File: src/rtl/bcd_serial_adder_ctrl.sv
// Purpose: digit-serial packed-BCD adder, one digit per clock through a single
//          BCD slice, LSD first, with start/busy/done handshake and accumulate.
// Latency: start sampled at edge E0, done high for the cycle after edge E(DIGITS).
// Backpressure: none; start is sampled only in IDLE and is never queued.
//
// Ports:
//   clk, reset   rising-edge clock, asynchronous active-high reset
//   start        request a new addition (IDLE only)
//   acc          with start: 1 = operand A is the current sum register
//   a, b         packed BCD operands, digit k at [4k+3:4k]
//   cin          carry into digit 0, sampled with start
//   busy         high while digits are being processed
//   done         one-cycle pulse, sum/cout/err final
//   sum          packed BCD result register (feeds the display decoders)
//   cout         decimal carry out of the most-significant digit
//   err          an operand digit was >9 during the last operation

module bcd_serial_adder_ctrl #(
  parameter int DIGITS = 4
) (
  input  logic                  clk,
  input  logic                  reset,
  input  logic                  start,
  input  logic                  acc,
  input  logic [4*DIGITS-1:0]   a,
  input  logic [4*DIGITS-1:0]   b,
  input  logic                  cin,
  output logic                  busy,
  output logic                  done,
  output logic [4*DIGITS-1:0]   sum,
  output logic                  cout,
  output logic                  err
);

  localparam int W    = 4 * DIGITS;
  localparam int IDXW = (DIGITS > 1) ? $clog2(DIGITS) : 1;
  localparam logic [IDXW-1:0] LAST_IDX = IDXW'(DIGITS - 1);

  typedef enum logic [1:0] {
    S_IDLE = 2'd0,
    S_ADD  = 2'd1,
    S_DONE = 2'd2
  } state_t;

  state_t          state;
  logic [W-1:0]    a_q;
  logic [W-1:0]    b_q;
  logic            carry_q;
  logic [IDXW-1:0] idx;

  // Single-digit BCD slice operating on digit idx of the captured operands.
  logic [3:0] dig_a;
  logic [3:0] dig_b;
  logic [4:0] dig_t;
  logic [4:0] dig_adj;
  logic [3:0] dig_sum;
  logic       carry_nxt;
  logic       dig_bad;

  // Operand digit mux written as a compare loop so the select stays a plain
  // equality on idx regardless of how DIGITS maps onto index widths.
  always_comb begin
    dig_a = 4'd0;
    dig_b = 4'd0;
    for (int k = 0; k < DIGITS; k++) begin
      if (idx == IDXW'(k)) begin
        dig_a = a_q[4*k +: 4];
        dig_b = b_q[4*k +: 4];
      end
    end
  end

  always_comb begin
    dig_t     = {1'b0, dig_a} + {1'b0, dig_b} + {4'd0, carry_q};
    dig_adj   = dig_t + 5'd6;
    dig_sum   = dig_t[3:0];
    carry_nxt = 1'b0;
    // Decimal correction: anything above 9 wraps by +6 and carries. The same
    // rule is applied to non-BCD digits; the result is then defined but not BCD.
    if (dig_t > 5'd9) begin
      dig_sum   = dig_adj[3:0];
      carry_nxt = 1'b1;
    end
    dig_bad = (dig_a > 4'd9) || (dig_b > 4'd9);
  end

  always_ff @(posedge clk or posedge reset) begin
    if (reset) begin
      state   <= S_IDLE;
      a_q     <= '0;
      b_q     <= '0;
      carry_q <= 1'b0;
      idx     <= '0;
      sum     <= '0;
      cout    <= 1'b0;
      err     <= 1'b0;
      busy    <= 1'b0;
      done    <= 1'b0;
    end else begin
      case (state)
        S_IDLE: begin
          done <= 1'b0;
          if (start) begin
            // In accumulate mode the old sum is copied into the A register
            // before the sum register is cleared for the new result.
            a_q     <= acc ? sum : a;
            b_q     <= b;
            carry_q <= cin;
            sum     <= '0;
            cout    <= 1'b0;
            err     <= 1'b0;
            idx     <= '0;
            busy    <= 1'b1;
            state   <= S_ADD;
          end
        end

        S_ADD: begin
          for (int k = 0; k < DIGITS; k++) begin
            if (idx == IDXW'(k)) begin
              sum[4*k +: 4] <= dig_sum;
            end
          end
          carry_q <= carry_nxt;
          if (dig_bad) begin
            err <= 1'b1;
          end
          if (idx == LAST_IDX) begin
            cout  <= carry_nxt;
            busy  <= 1'b0;
            done  <= 1'b1;
            idx   <= '0;
            state <= S_DONE;
          end else begin
            idx <= idx + IDXW'(1);
          end
        end

        S_DONE: begin
          done  <= 1'b0;
          state <= S_IDLE;
        end

        default: begin
          busy  <= 1'b0;
          done  <= 1'b0;
          state <= S_IDLE;
        end
      endcase
    end
  end

endmodule

File: config.mk
export PLATFORM = sky130hd
export DESIGN_NAME = bcd_serial_adder_ctrl
export DESIGN_NICKNAME = d
export VERILOG_FILES = /design/src/rtl/bcd_serial_adder_ctrl.sv
export SDC_FILE = /design/constraint.sdc
export NUM_CORES = 1
export LEC_CHECK = 0
export BUFFER_PORTS_ARGS = -buffer_cell sky130_fd_sc_hd__buf_2
export CORE_MARGIN = 3
export CORE_UTILIZATION = 55
export CTS_CLUSTER_DIAMETER = 30
export DETAILED_ROUTE_END_ITERATION = 8
export PLACE_DENSITY_LB_ADDON = 0.25
export SYNTH_ARGS = -nofsm -noshare
export SYNTH_HDL_FRONTEND = slang
export SYNTH_SLANG_ARGS = --single-unit
File: constraint.sdc
create_clock -name clk -period 4.45 [get_ports clk]
set_input_delay 0.6675 -clock clk [delete_from_list [all_inputs] [get_ports clk]]
set_output_delay 0.6675 -clock clk [all_outputs]
set_load 0.02 [all_outputs]
### Yosys cells after proc, flatten, opt, wreduce, memory -nomap -nowiden

Index checks and enable logic that the tools add are counted.
W data, S select, Z words.

* flip-flop bits (word level): 57
* input bits: 37
* output and inout port bits: 20
* logic and storage cells: 80

* add/sub/neg operators: 4
* order comparisons: 3
* equality and inequality tests: 11
* mux-type cells: 35
* bitwise logic cells: 1
* reduce and logical (&&, ||, !) cells: 13

Operator list (count)
* $mux W4: 13
* $mux W16: 2
* $pmux W16 S2: 1
* $reduce_and A3 Y1: 6
* $ne A2 B2 Y1 const B: 6
* $mux W1: 9
* $gt A4 B4 Y1 const B: 2
* $mux W2: 4
* $pmux W2 S2: 2
* $eq A2 B2 Y1 const B: 3
* $pmux W1 S2: 3
* $reduce_and A2 Y1: 3
* $add A4 B4 Y5: 1
* $add A5 B1 Y5: 1
* $gt A5 B4 Y1 const B: 1
* $add A4 B3 Y4 const B: 1
* $eq A2 B1 Y1 const B: 2
* $logic_not A2 Y1: 2
* $pmux W1 S3: 1
* $add A2 B1 Y2 const B: 1
* $reduce_bool A2 Y1: 1
* $logic_or A1 B1 Y1: 1
* $not A1 Y1: 1

### Depth between registers and ports, before layout

* word-level depth: 11
* gate-level depth with buffers: 16
* gate-level depth less buffers: 15

### Worst setup path after synthesis

No wires, ideal clock.

* kind: flip-flop to flip-flop
* start point: register idx[0]
* end point: register sum[14]
* data arrival time: 3607 ps
* required time: 4375 ps
* slack: 768 ps
* stages on the path, launching flop included: 16
* path buffers: 1
* period minus slack after synthesis: 3682 ps
* cells stage by stage: dfrtp_1 > ha_1 > buf_2 > nand3b_1 > a21oi_1 > a21oi_1 > nor2_1 > a21oi_1 > fa_1 > fa_1 > xor2_1 > ha_1 > a22o_4 > o311ai_4 > mux2_4 > o21ai_2

* word-level cells in the longest chain between the ends: 11

RTL lines
* start, declared: RTL line 49 `logic [IDXW-1:0] idx;`
* start signal, assigned: RTL line 135 `idx <= idx + IDXW'(1);`
* $logic_not A2 Y1: RTL line 66 `if (idx == IDXW'(k)) begin`
* $mux W4 (4 in series): RTL line 66
* $add A4 B4 Y5: RTL line 74 `dig_t = {1'b0, dig_a} + {1'b0, dig_b} + {4'd0, carry_q};`
* $add A5 B1 Y5: RTL line 74
* $add A4 B3 Y4 or $gt A5 B4 Y1 (tied branches): RTL line 75, 80
* $mux W4: RTL line 80 `if (dig_t > 5'd9) begin`
* $mux W4: RTL line 120 `if (idx == IDXW'(k)) begin`
* $pmux W16 S2: RTL line 100 `case (state)`
* end signal, assigned by index: RTL line 121 `sum[4*k +: 4] <= dig_sum;`
* end, declared: RTL line 30 `output logic [4*DIGITS-1:0] sum,`

Several ways; a longest one is shown, not always the timed one. The select of a mux whose other input is x is not followed.
A chain may end at the register's enable or synchronous reset.

### Worst setup path in the final report

* start point: register idx[1]
* end point: register sum[3]

* word-level cells in the longest chain between the ends: 11

RTL lines (RTL line)
* $logic_not A2 Y1: 66, 120
* $mux W4 (4 in series): 66
* $add A4 B4 Y5: 74
* $add A5 B1 Y5: 74
* $add A4 B3 Y4 or $gt A5 B4 Y1 (tied branches): 75, 80
* $mux W4: 80
* $mux W4: 120
* $pmux W16 S2: 100

Several ways; a longest one is shown, not always the timed one. The select of a mux whose other input is x is not followed.

==> metrics <==
most frequent cells in the layout dfrtp_1 (57), buf_2 (56), a21oi_1 (30), nor2_1 (26), nand2_1 (24); CP peak stage delay ~0.5 ns; Mapped Avg Cell Area 10.4 um^2; setup violators final 0; Util after Layout 67.3%; Post-Syn Area 2980 um^2; vias approximately 2.3k; number of port buffers 56; DRT Pass-1 Iters 4; DRC violations left 0; post-synthesis sequential area ratio a little under half; die area 6330 um^2; FP Rows 26; fill count 425; status completed; slowest CP cell ha_1; Placer Congestion 0.892; delay-heaviest family, CP adder cells; tightest hold margin ~0.49 ns; vias in the first global route 2,247; Yosys reg bits 57; Synth area leaders dfrtp_1 (48%), mux2_2 (6.8%), mux2i_1 (5.7%), a21oi_1 (5.0%), ha_1 (3.4%); Crit Path Category reg -> reg; Worst-path clk slew 0.06 ns; Hold Vio Cnt, Final 0; DRT antenna net count 0; Num CTS Buffers 9; fin nets 385; Post-synth EDFFs 0; setup_tns 0 ns; antenna fix cells 0; final worst path period share 90.3%; All-Layer GR Usage 22.3%; final max-slew violation count 0; warning count from the yosys run 0; WHS Path Cells 2; vias per cell 5.53; min-delay worst type reg -> reg; Die X just under 80 um; first-pass GRT wire length 10,500 um; startpoint type of the worst setup path register; post-synthesis async set-or-reset flop share 100%; CTS max path bufs 2; CTS H-tree depth 3; Mapped Nets 332; WL final 6450 um; Reg2Reg Launch Point idx[1]; Top FF cell, synth dfrtp_1; cell count after synthesis 285; post_cts resized 0; Critical Path AT 4.22 ns; CP endpoint kind register; fin crit period 4.02 ns; crit-path cells inv_1 > ha_1 > nand2_1 > a21oi_1 > a21oi_1 > nor2_1 > a21oi_1 > fa_1 > fa_1 > xor2_1 > ha_1 > a22o_4 > a31o_2 > mux2i_1 > o21ai_0; largest net degree at the start of global routing 58; fin cells 413; RSZ-0062 raised after global routing false; Final Skew 0.00826 ns; hold buffers post-CTS 0; highest clock rate about 250 MHz; Synth top area share around 48%; CP Data Required Time 4.65 ns; wire length per cell approximately 16 um; Remaining Overflow, GRT 0; most used cell, CP a21oi_1; relative slew slack between 30% and 40%; Starting Density 57.6%; Chip Height just under 80 um; Worst-Margin Slew 0.922 ns; hold_sp err; crit path buf inv count 1; Final HPWL DP ~4700 um; placed cells 397; most common cell after layout, fill and taps aside dfrtp_1; Worst Hold Path EP err; setup bufs post-CTS 0; IO Count 57; CTS tree yes; Max-Cap Viols 0; clock root cell clkbuf_8; dominant cell type by area after synthesis dfrtp_1; starting DRC count in detailed routing 148; Area Overhead vs Synth 16.9%; Worst-Skew Late Latency 0.34 ns; CTS Sinks 57; Core ar. about 5200 um^2; FF-to-FF End sum[3]; flop2flop setup slack roughly 0.43 ns; reg2reg path depth 15; initial antenna violation count 0; post-synth cell types 39; crit-path max FO 17; ratio of cells with drive above 1 in the final layout 30.6%
layer usage:
layer | up-vias | part of all wire [%] | wire, um | global-route usage (%)
li1 | 1102 | - | - | -
met1 | 1091 | 44 | 2830 | 28.4
met2 | 75 | 48 | 3080 | 34.7
met3 | 15 | 6.3 | 408 | 6.77
met4 | 0 | 2.0 | 127 | 10.5
met5 | - | 0 | 0 | 0
kinds of logic after synthesis:
group	Yosys count	share of synthesized area [%]
DFF	57	47.9
adders and majority gates	10	4.71
buffers and inverters	25	3.70
xor gates and xnor gates	2	0.841
muxes	36	13.0
and+or+nand+nor	81	12.9
AOI/OAI and AO/OA	74	16.9
metrics by stage:
stage / worst slack, ns / area, um^2
5_1_grt: 0.0530 / 3480
3_5_place_dp: 0.441 / 3290
2_1_floorplan: 0.768 / 2980
6_report: 0.433 / 3480
3_3_place_gp: 0.558 / 3290
4_1_cts: 0.436 / 3480
sequential cells by signal, indices dropped and copies added (netlist names), 2 cells and up:
signal and cells:
sum 16, idx 2, a_q 16, state 2, b_q 16
layout make-up:
type,count,area (um^2),area share (%)
inverter,9,33.8,0.971
timing repair buffer,58,295,8.48
sequential,57,1430,41.0
clock buffer,13,149,4.28
clock inverter,3,40.0,1.15
tap,70,87.6,2.52
multi-input combinational,203,1450,41.6
synthesized netlist by cell type, types with 5 or more instances:
library cell  count
ha_1              8
nand2_1          24
o21ai_2           5
nor2_1           26
buf_2             7
o21ai_0          10
inv_1             9
a22o_1            5
mux2i_1          17
a21oi_1          30
o31ai_1           5
clkbuf_1          8
mux2_2           18
dfrtp_1          57
nor2b_1          14
how the worst max path moves through the flow:
stage | start | end | slack (ns) | cells after the start
2_1_floorplan | idx[0] | sum[14] | 0.77 | 15
3_3_place_gp | idx[0] | sum[10] | 0.56 | 14
3_5_place_dp | idx[0] | sum[14] | 0.44 | 14
4_1_cts | idx[0] | sum[14] | 0.44 | 14
5_1_grt | idx[0] | sum[14] | 0.05 | 14
6_report | idx[1] | sum[3] | 0.43 | 15
tightest hold or removal path, stage by stage, from the launching register on:
cell,delay (ns)
dfrtp_1,0.34
nand2b_1,0.06
nand3_1,0.06
Power is not shown: default switching activity piles up to over one toggle a cycle in this logic, so the estimate is an artifact.
